[src/rtl/opb_bus_master.sv]
// rtl/opb_bus_master.sv - single-outstanding OPB bus initiator with parameterised strobe width and turnaround
module opb_bus_master #(
    parameter int STROBE_CYCLES = 1,
    parameter int TURNAROUND    = 1
) (
    input  logic        OPB_CLK,
    input  logic        OPB_RST_N,
    input  logic        REQ_VALID,
    output logic        REQ_READY,
    input  logic        REQ_WR,
    input  logic [31:0] REQ_ADDR,
    input  logic [31:0] REQ_WDATA,
    output logic        RSP_VALID,
    input  logic        RSP_READY,
    output logic        RSP_WR,
    output logic [31:0] RSP_RDATA,
    output logic [31:0] DEC_ADDR,
    output logic        DEC_RE,
    output logic        DEC_WE,
    output logic [31:0] OPB_DO,
    input  logic [31:0] DEC_DO,
    output logic        BUSY
);
    typedef enum logic [1:0] {S_IDLE, S_STROBE, S_GAP, S_RESP} state_t;

    localparam logic [3:0] C_STROBE_LOAD = 4'(STROBE_CYCLES - 1);
    localparam logic [3:0] C_GAP_LOAD    = 4'((TURNAROUND > 0) ? (TURNAROUND - 1) : 0);
    localparam bit         C_HAS_GAP     = (TURNAROUND > 0);

    state_t      r_state, w_state;
    logic [3:0]  r_cnt, w_cnt;
    logic        r_wr, w_wr;
    logic [31:0] r_addr, w_addr;
    logic [31:0] r_wdata, w_wdata;
    logic        r_re, w_re;
    logic        r_we, w_we;
    logic        r_req_ready, w_req_ready;
    logic        r_rsp_valid, w_rsp_valid;
    logic        r_rsp_wr, w_rsp_wr;
    logic [31:0] r_rsp_rdata, w_rsp_rdata;
    logic        r_busy, w_busy;

    always_ff @(posedge OPB_CLK or negedge OPB_RST_N) begin
        if (!OPB_RST_N) begin
            r_state     <= S_IDLE;
            r_cnt       <= 4'd0;
            r_wr        <= 1'b0;
            r_addr      <= 32'd0;
            r_wdata     <= 32'd0;
            r_re        <= 1'b0;
            r_we        <= 1'b0;
            r_req_ready <= 1'b1;
            r_rsp_valid <= 1'b0;
            r_rsp_wr    <= 1'b0;
            r_rsp_rdata <= 32'd0;
            r_busy      <= 1'b0;
        end else begin
            r_state     <= w_state;
            r_cnt       <= w_cnt;
            r_wr        <= w_wr;
            r_addr      <= w_addr;
            r_wdata     <= w_wdata;
            r_re        <= w_re;
            r_we        <= w_we;
            r_req_ready <= w_req_ready;
            r_rsp_valid <= w_rsp_valid;
            r_rsp_wr    <= w_rsp_wr;
            r_rsp_rdata <= w_rsp_rdata;
            r_busy      <= w_busy;
        end
    end

    // Every output is computed one cycle ahead so that all ports come straight from flops.
    always_comb begin
        w_state     = r_state;
        w_cnt       = r_cnt;
        w_wr        = r_wr;
        w_addr      = r_addr;
        w_wdata     = r_wdata;
        w_re        = r_re;
        w_we        = r_we;
        w_req_ready = r_req_ready;
        w_rsp_valid = r_rsp_valid;
        w_rsp_wr    = r_rsp_wr;
        w_rsp_rdata = r_rsp_rdata;
        w_busy      = r_busy;
        case (r_state)
            S_IDLE: begin
                if (REQ_VALID) begin
                    w_addr      = REQ_ADDR;
                    w_wdata     = REQ_WDATA;
                    w_wr        = REQ_WR;
                    w_re        = ~REQ_WR;
                    w_we        = REQ_WR;
                    w_cnt       = C_STROBE_LOAD;
                    w_req_ready = 1'b0;
                    w_busy      = 1'b1;
                    w_state     = S_STROBE;
                end
            end
            S_STROBE: begin
                if (r_cnt == 4'd0) begin
                    // DEC_DO is only valid while DEC_RE is high, so sample on the last strobe edge.
                    w_re        = 1'b0;
                    w_we        = 1'b0;
                    w_rsp_wr    = r_wr;
                    w_rsp_rdata = r_wr ? 32'd0 : DEC_DO;
                    if (C_HAS_GAP) begin
                        w_cnt   = C_GAP_LOAD;
                        w_state = S_GAP;
                    end else begin
                        w_rsp_valid = 1'b1;
                        w_state     = S_RESP;
                    end
                end else begin
                    w_cnt = r_cnt - 4'd1;
                end
            end
            S_GAP: begin
                if (r_cnt == 4'd0) begin
                    w_rsp_valid = 1'b1;
                    w_state     = S_RESP;
                end else begin
                    w_cnt = r_cnt - 4'd1;
                end
            end
            S_RESP: begin
                if (RSP_READY) begin
                    w_rsp_valid = 1'b0;
                    w_req_ready = 1'b1;
                    w_busy      = 1'b0;
                    w_state     = S_IDLE;
                end
            end
            default: w_state = S_IDLE;
        endcase
    end

    assign REQ_READY = r_req_ready;
    assign RSP_VALID = r_rsp_valid;
    assign RSP_WR    = r_rsp_wr;
    assign RSP_RDATA = r_rsp_rdata;
    assign DEC_ADDR  = r_addr;
    assign DEC_RE    = r_re;
    assign DEC_WE    = r_we;
    assign OPB_DO    = r_wdata;
    assign BUSY      = r_busy;
endmodule
[config.mk]
export PLATFORM = sky130hd
export DESIGN_NAME = opb_bus_master
export DESIGN_NICKNAME = d
export VERILOG_FILES = /design/src/rtl/opb_bus_master.sv
export SDC_FILE = /design/constraint.sdc
export NUM_CORES = 1
export LEC_CHECK = 0
export ABC_AREA = 1
export BUFFER_PORTS_ARGS = -buffer_cell sky130_fd_sc_hd__clkbuf_2
export CAP_MARGIN = 20
export CORE_MARGIN = 4
export CORE_UTILIZATION = 45
export CTS_CLUSTER_SIZE = 20
export DETAILED_ROUTE_END_ITERATION = 8
export PLACE_DENSITY = 0.76
export SETUP_SLACK_MARGIN = 0.4
export SYNTH_ARGS = -nofsm -noshare
export SYNTH_HDL_FRONTEND = slang
export SYNTH_SLANG_ARGS = --single-unit
[constraint.sdc]
create_clock -name OPB_CLK -period 3 [get_ports OPB_CLK]
set_input_delay 0.15 -clock OPB_CLK [delete_from_list [all_inputs] [get_ports OPB_CLK]]
set_output_delay 0.15 -clock OPB_CLK [all_outputs]
set_load 0.01 [all_outputs]
==> results of run 1 <==
==> worst max-delay path, cell delays in order, from the launching register on <==
cell	delay [ns]
dfrtp_1	0.45
inv_1	0.13
ha_1	0.32
nand2_2	0.09
inv_2	0.55
buf_4	0.36
nand2_1	0.09
nand2_1	0.08
==> worst max path at each step <==
stage	startpoint	endpoint	slack [ns]
2_1_floorplan	r_state[0]	DEC_ADDR[22]	1.56
3_3_place_gp	r_state[0]	DEC_ADDR[20]	1.02
3_5_place_dp	r_state[0]	DEC_ADDR[16]	0.91
4_1_cts	r_state[0]	DEC_ADDR[20]	0.88
5_1_grt	r_state[0]	DEC_ADDR[31]	0.68
6_report	r_state[0]	DEC_ADDR[18]	0.86
==> sequential cells by signal, indices dropped and copies added (netlist names) <==
signal,flops
DEC_ADDR,32
OPB_DO,32
RSP_RDATA,32
r_cnt,4
r_state,2
BUSY,1
DEC_RE,1
DEC_WE,1
REQ_READY,1
RSP_VALID,1
RSP_WR,1
r_wr,1
==> power by group through the flow <==
| stage | clock network (uW) | registers (uW) | logic, uW |
|---|---|---|---|
| after global placement | 0 | 2560 | 2510 |
| after floorplan | 0 | 2820 | 1320 |
| final | 835 | 2570 | 2700 |
| after detailed placement | 0 | 2560 | 2630 |
| after global routing | 918 | 2650 | 3040 |
| after CTS | 856 | 2550 | 2700 |
==> placed cells by master (no fill, tap or decap), types with 2 or more instances in the layout <==
master | Yosys | layout
a21oi_1 | 2 | 2
buf_4 | 4 | 5
clkbuf_2 | 0 | 201
clkbuf_8 | 0 | 10
clkinvlp_4 | 0 | 2
dfrtp_1 | 108 | 108
dlygate4sd3_1 | 0 | 79
ha_1 | 7 | 7
inv_1 | 18 | 18
inv_2 | 2 | 2
nand2_1 | 318 | 317
nand2_2 | 2 | 3
nand3_1 | 5 | 5
nand4_1 | 2 | 2
nor2_1 | 7 | 7
o21a_1 | 2 | 2
o21ai_0 | 7 | 7
==> cells by family after synthesis <==
family / after synthesis
adder cells (fa/ha/maj): 7
AO/OA/AOI/OAI: 13
buffers and inverters: 41
AND/OR/NAND/NOR: 336
flip-flops: 109
==> layout make-up <==
type | count | share of cell area
Clock buffer | 10 | 0.02137
Clock inverter | 5 | 0.006800
Inverter | 21 | 0.01243
Multi-Input combinational cell | 356 | 0.2258
Sequential cell | 109 | 0.4237
Tap cell | 129 | 0.02506
Timing Repair Buffer | 285 | 0.2848
==> per-stage QoR <==
step	hold WS (ns)	total power, uW
4_1_cts	0.0001526	6107
3_5_place_dp	0.3287	5187
5_1_grt	0.002022	6610
6_report	0.01292	6105
3_3_place_gp	0.3066	5070
2_1_floorplan	-0.1456	4136
==> layer usage <==
layer	vias to the layer above	share of wire	global-route usage
met1	1941	0.39	0.2680
li1	2065	-	-
met5	-	0	0
met2	216	0.49	0.3952
met4	0	0.027	0.09315
met3	37	0.092	0.06382
==> out/results.env, run 1 <==
OUTCOME='complete, no violations'
REGTOREGENDPOINT='DEC_ADDR[18]'
CAP_VIOL_MAX_COUNT=0
ASYNCSETRESETFLOPFRACSYNTH=1.000
LEAKAGE_uW=0.003761
SYNTH_AREA_LEADER_CELL='dfrtp_1'
FINAL_ANTENNA_NET_COUNT=0
POST-SYNTH-TOP-AREA-FRACTION=0.6163
P_INT_uW=3517
WORST_SKEW_PAIR.LATE_LATENCY_NS=0.36
FP.COREAREA_UM2=9371
DRT_DRC_VIOLATIONS_LEFT=0
YOSYSUNIQUECELLTYPES=22
DRTPASS1ITERATIONS=6
MULTI_INPUT_GATE_AREA_IN_THE_FINAL_LAYOUT_UM2=1454
CTS-BUFFERS-INSERTED=9
WORST_SETUP_PATH_END_KIND='flip-flop'
ROUTE.VIAS.TOTAL=4259
POST_CTS.REPAIR.SETUP_BUFFERS=0
NUMPLACEDINSTANCES=821
GRT_PASS1_WL_UM=20970
CTS_TREE='built'
AREA_DELTA_SYNTH_FINAL_PCT=46.85
GLOBAL_ROUTE.USAGE.TOTAL=0.2285
PORT_BUFFERS=202
CTS_SINKS=109
GRT_SETUP_UNREPAIRED='false'
R2R-START='r_state[0]'
ROUTED_WIRELENGTH_NORMALIZED_BY_INSTANCE_COUNT_UM=14.05
SETUP_SKEW_NS=0.02048
STARTING_DENSITY=0.4680
CTS_REPAIR_RESIZE_COUNT=0
WORSTHOLDENDPOINT='RSP_RDATA[21]'
P_SEQ_FRAC=0.421
DIE_HEIGHT_UM=106.7
COMBINATIONALPOWERSHARE=0.443
R2R.WORST_PATH.CELLS=7
P_PER_AREA_nW_PER_UM2=948.0
FINALWIRELENGTH_UM=12860
WORST_SETUP_HOLD_PATH_CLK_SLEW_NS=0.12
POWER.IR.VDD_WORST_uV=490.3
DRT_FIRST_ITER_VIOLATIONS=336
SETUP_VIOL=0
SYNTHTOPCELLSBYCOUNT='318 x nand2_1, 108 x dfrtp_1, 18 x inv_1'
PLACE_CONGESTION=0.8293
AVERAGE_SIZE_OF_A_MAPPED_CELL_UM2=8.667
POST_ROUTE_CELLS_DRIVE_ABOVE_1_SHARE=0.2939
PERIOD_SHARE=0.7121
YOSYS-MUX-AREA-FRACTION=0
YOSYS.AREA_SHARE.ADDER=0.01997
P_CLK_FRAC=0.137
SYNTH_ENABLE_FLOP_CELLS=0
FINALMAXSLEWVIOLATIONS=0
FIN_UTIL=0.6872
WORSTHOLDSTART='DEC_DO[21]'
SYNTH_AREA_UM2=4385
DIE_WIDTH_UM=106.7
POSTSYNTHNETCOUNT=614
CRITICAL_PATH_SOURCE_TYPE='flip-flop'
SYNTH_SIMPLE_GATE_AREA_FRAC=0.2936
FLOORPLAN.IO_PINS=203
DIEAREA_UM2=11390
LARGEST_NET_DEGREE_AT_THE_START_OF_GLOBAL_ROUTING=71
POWER_SWITCHING_SHARE=0.4239
PLACED_AREA_UM2=5468
WORSTPATHARRIVAL_NS=2.44
SYNTH.TOP_CELLS.BY_AREA='dfrtp_1 62%, nand2_1 27%, ha_1 2.0%'
SYNTHXORXNORAREAFRAC=0
POST-ROUTE-MIN-PERIOD_NS=2.136
YS.FLOP_TYPE='dfrtp_1'
TIMING.FINAL.WS_SETUP_NS=0.8637
GRT_OVERFLOW=0
FF2FF_SETUP_SLACK_NS=0.86
FINISH.INSTANCE_AREA_UM2=6440
SYNTH_WARNINGS=0
FINAL-SEQ-AREA_UM2=2729
ROUTE.DETAILED.VIAS_PER_INST=4.655
FINISH.CELL_COUNT_WITHOUT_FILLERS=915
NUMBER_OF_ANTENNA_VIOLATIONS_AT_THE_FIRST_CHECK_IN_GLOBAL_ROUTING=0
SYNTH.MOST_COMMON_CELL='nand2_1'
SYNTH_CELLS=506
NUMBER_OF_LEVELS_IN_THE_CLOCK_H_TREE=3
DP_HPWL_UM=8234
MIN_PATH_CELLS=3
FIN_TNS_SETUP_NS=0
CTSROOTBUFFERMASTER='clkbuf_8'
SETUP_CRIT_PATH_KIND='flip-flop to flip-flop'
MAX_FREQ_MHz=468.1
MAX-SLEW-MARGIN-REL=0.4313
MIN-DELAY-PATH-CLASS='input port to flip-flop'
NUM-FILL-CELLS=690
CTS_MAX_PATH_BUFFERS=2
COUNT_OF_STATE_ELEMENTS_AFTER_SYNTHESIS=109
SYNTH_COMPOUND_GATE_AREA_SHARE=0.01740
POSTCTSHOLDBUFS=79
STD_CELL_ROWS=35
SYNTH_TOP_FAMILY_BY_AREA='simple AND/OR/NAND/NOR gates'
GRT_PASS1_VIAS=4460
DP_SLACK_NS=0.9090
SLEW_WORST_PIN_NS=0.8531
ANTENNADIODECOUNT=0
COUNT_OF_NETS_AFTER_FINISHING=890
CP_DATA_REQUIRED_TIME_NS=3.30
YS_SEQ_AREA_FRAC=0.6223
WORST-PATH-MAX-FANOUT=46
SWITCHING_POWER_uW=2588
REPORT.FINAL.HOLD_VIOL_COUNT=0
No activity file was read; power rests on OpenSTA's default activity.
==> run 2, diff against run 1 <==
==> constraint.sdc (replaced) <==
create_clock -name OPB_CLK -period 2.15 [get_ports OPB_CLK]
set_input_delay 0.1075 -clock OPB_CLK [delete_from_list [all_inputs] [get_ports OPB_CLK]]
set_output_delay 0.1075 -clock OPB_CLK [all_outputs]
set_load 0.01 [all_outputs]
==> run 2 against run 1 <==
Compared with the run above: hold slack gained 0.0088 ns; register-to-register slack worse by 0.30 ns; non-clock buffer count is 20 higher; flip-flop and latch count unchanged; global-route usage rose by 2.1 points; count of clock-buffer cells in the layout down 1; die area unchanged; setup slack lost 0.30 ns; via count is 3.5% higher; routed wire length up 7.5%; critical endpoint unchanged; largest cell class unchanged; largest power group unchanged.
==> out/results.env, run 2 (synthesized netlist as in run 1, its figures left out) <==
MIN-DELAY-PATH-CLASS='input port to flip-flop'
PERIOD_SHARE=0.7400
DRTPASS1ITERATIONS=6
REPORT.FINAL.HOLD_VIOL_COUNT=0
SLEW_WORST_PIN_NS=0.4761
CP_DATA_REQUIRED_TIME_NS=2.45
GRT_OVERFLOW=0
AREA_DELTA_SYNTH_FINAL_PCT=52.53
CAP_VIOL_MAX_COUNT=0
WORST-PATH-MAX-FANOUT=21
SETUP_CRIT_PATH_KIND='flip-flop to flip-flop'
PORT_BUFFERS=202
DRT_FIRST_ITER_VIOLATIONS=325
FINAL-SEQ-AREA_UM2=2729
FINALWIRELENGTH_UM=13820
FIN_UTIL=0.7138
POWER_SWITCHING_SHARE=0.4285
PLACE_CONGESTION=0.8138
P_PER_AREA_nW_PER_UM2=1299
ROUTE.VIAS.TOTAL=4407
SWITCHING_POWER_uW=3724
SETUP_SKEW_NS=0.01512
CTS-BUFFERS-INSERTED=9
NUM-FILL-CELLS=642
POST_ROUTE_CELLS_DRIVE_ABOVE_1_SHARE=0.2903
P_INT_uW=4966
ROUTE.DETAILED.VIAS_PER_INST=4.713
FP.COREAREA_UM2=9371
WORST_SETUP_HOLD_PATH_CLK_SLEW_NS=0.10
DIEAREA_UM2=11390
P_CLK_FRAC=0.129
DRT_DRC_VIOLATIONS_LEFT=0
DIE_HEIGHT_UM=106.7
CRITICAL_PATH_SOURCE_TYPE='flip-flop'
MULTI_INPUT_GATE_AREA_IN_THE_FINAL_LAYOUT_UM2=1456
POWER.IR.VDD_WORST_uV=646.3
FINAL_ANTENNA_NET_COUNT=0
LAYOUT.CELLS.MOST_COMMON_LIST='317 x nand2_1, 201 x clkbuf_2, 108 x dfrtp_1, 97 x dlygate4sd3_1, 18 x inv_1'
DP_HPWL_UM=8341
POST-ROUTE-MIN-PERIOD_NS=1.591
OUTCOME='complete, no violations'
NUMBER_OF_LEVELS_IN_THE_CLOCK_H_TREE=3
WORST_SETUP_PATH_END_KIND='flip-flop'
GRT_PASS1_VIAS=4655
STARTING_DENSITY=0.4680
FIN_TNS_SETUP_NS=0
STD_CELL_ROWS=35
LEAKAGE_uW=0.003863
ROUTED_WIRELENGTH_NORMALIZED_BY_INSTANCE_COUNT_UM=14.78
WORST_SKEW_PAIR.LATE_LATENCY_NS=0.36
GRT_PASS1_WL_UM=22670
SETUP_VIOL=0
GLOBAL_ROUTE.USAGE.TOTAL=0.2493
FINALMAXSLEWVIOLATIONS=0
CTS_TREE='built'
COMBINATIONALPOWERSHARE=0.456
DIE_WIDTH_UM=106.7
ANTENNADIODECOUNT=0
LAYOUT.CELLS.MOST_COMMON='nand2_1'
COUNT_OF_NETS_AFTER_FINISHING=910
P_SEQ_FRAC=0.415
CTSROOTBUFFERMASTER='clkbuf_8'
LARGEST_NET_DEGREE_AT_THE_START_OF_GLOBAL_ROUTING=68
MAX-SLEW-MARGIN-REL=0.6826
CTS_MAX_PATH_BUFFERS=2
FLOORPLAN.IO_PINS=203
MAX_FREQ_MHz=628.5
HOLDWS_NS=0.02177
GRT_SETUP_UNREPAIRED='false'
NUMBER_OF_ANTENNA_VIOLATIONS_AT_THE_FIRST_CHECK_IN_GLOBAL_ROUTING=0
WORSTPATHARRIVAL_NS=1.89
CTS_SINKS=109
## run 2: cell count changes in the layout (fill, tap and decap cells not counted), moves of 2 or more
cell	change
buf_12	+4
buf_4	-2
dlygate4sd3_1	+18
inv_2	-2
inv_4	+2
## run 2: final cells by class
cell class / count / area share
multi-input combinational: 356 / 0.2177
clock buffer: 9 / 0.01852
timing repair buffer: 305 / 0.3109
clock inverter: 6 / 0.007108
tap: 129 / 0.02413
inverter: 21 / 0.01366
sequential: 109 / 0.4080
## run 2: worst paths after layout
path                              startpoint            to  slack (ns)  cells past startpoint
worst max-delay path              r_state[0]  DEC_ADDR[18]        0.56                      7
worst min-delay path                  REQ_WR        DEC_WE        0.02                      3
worst max register to register    r_state[0]  DEC_ADDR[18]        0.56                      7
worst min register to register  RSP_RDATA[0]  RSP_RDATA[0]        0.49                      2
max in group asynchronous          OPB_RST_N     OPB_DO[8]        1.27                      3
min in group asynchronous          OPB_RST_N  DEC_ADDR[23]        0.27                      2
## run 2: through the flow
stage               instances  setup WS [ns]  total power (uW)  cell area (um^2)
finish                    935         0.5590              8691              6689
global route              935         0.4222              9365              6689
CTS                       935         0.4103              8592              6678
detailed placement        823         0.3936              7313              5533
global placement          823         0.5032              7133              5533
floorplan                 506         0.7082              5771              4385
## run 2: per-layer routing
layer	GRT usage	share of wire	vias to the layer above
met5	0	0	-
met4	0.09954	0.029	0
met3	0.05719	0.084	35
met2	0.4411	0.51	225
met1	0.2930	0.38	2036
li1	-	-	2111
## run 2: power by group through the flow
stage	clock network, uW	registers, uW	logic, uW
after floorplan	0	3930	1840
after global placement	0	3560	3570
after detailed placement	0	3580	3730
after CTS	1160	3560	3870
after global routing	1240	3700	4420
final	1120	3600	3970
## run 2: critical path: stages, from the launching register on
cell     delay [ns]
dfrtp_1        0.45
inv_1          0.13
ha_2           0.27
nand2_2        0.12
inv_4          0.21
buf_12         0.19
nand2_1        0.08
nand2_1        0.07
## run 2: repair_timing
item / in CTS / in global routing
resized for setup: 1 / 7
hold buffers: 97 / 0
buffers inserted: 0 / 0
setup endpoints to repair: 12 / 80
endpoints found under the hold margin: 128 / 0
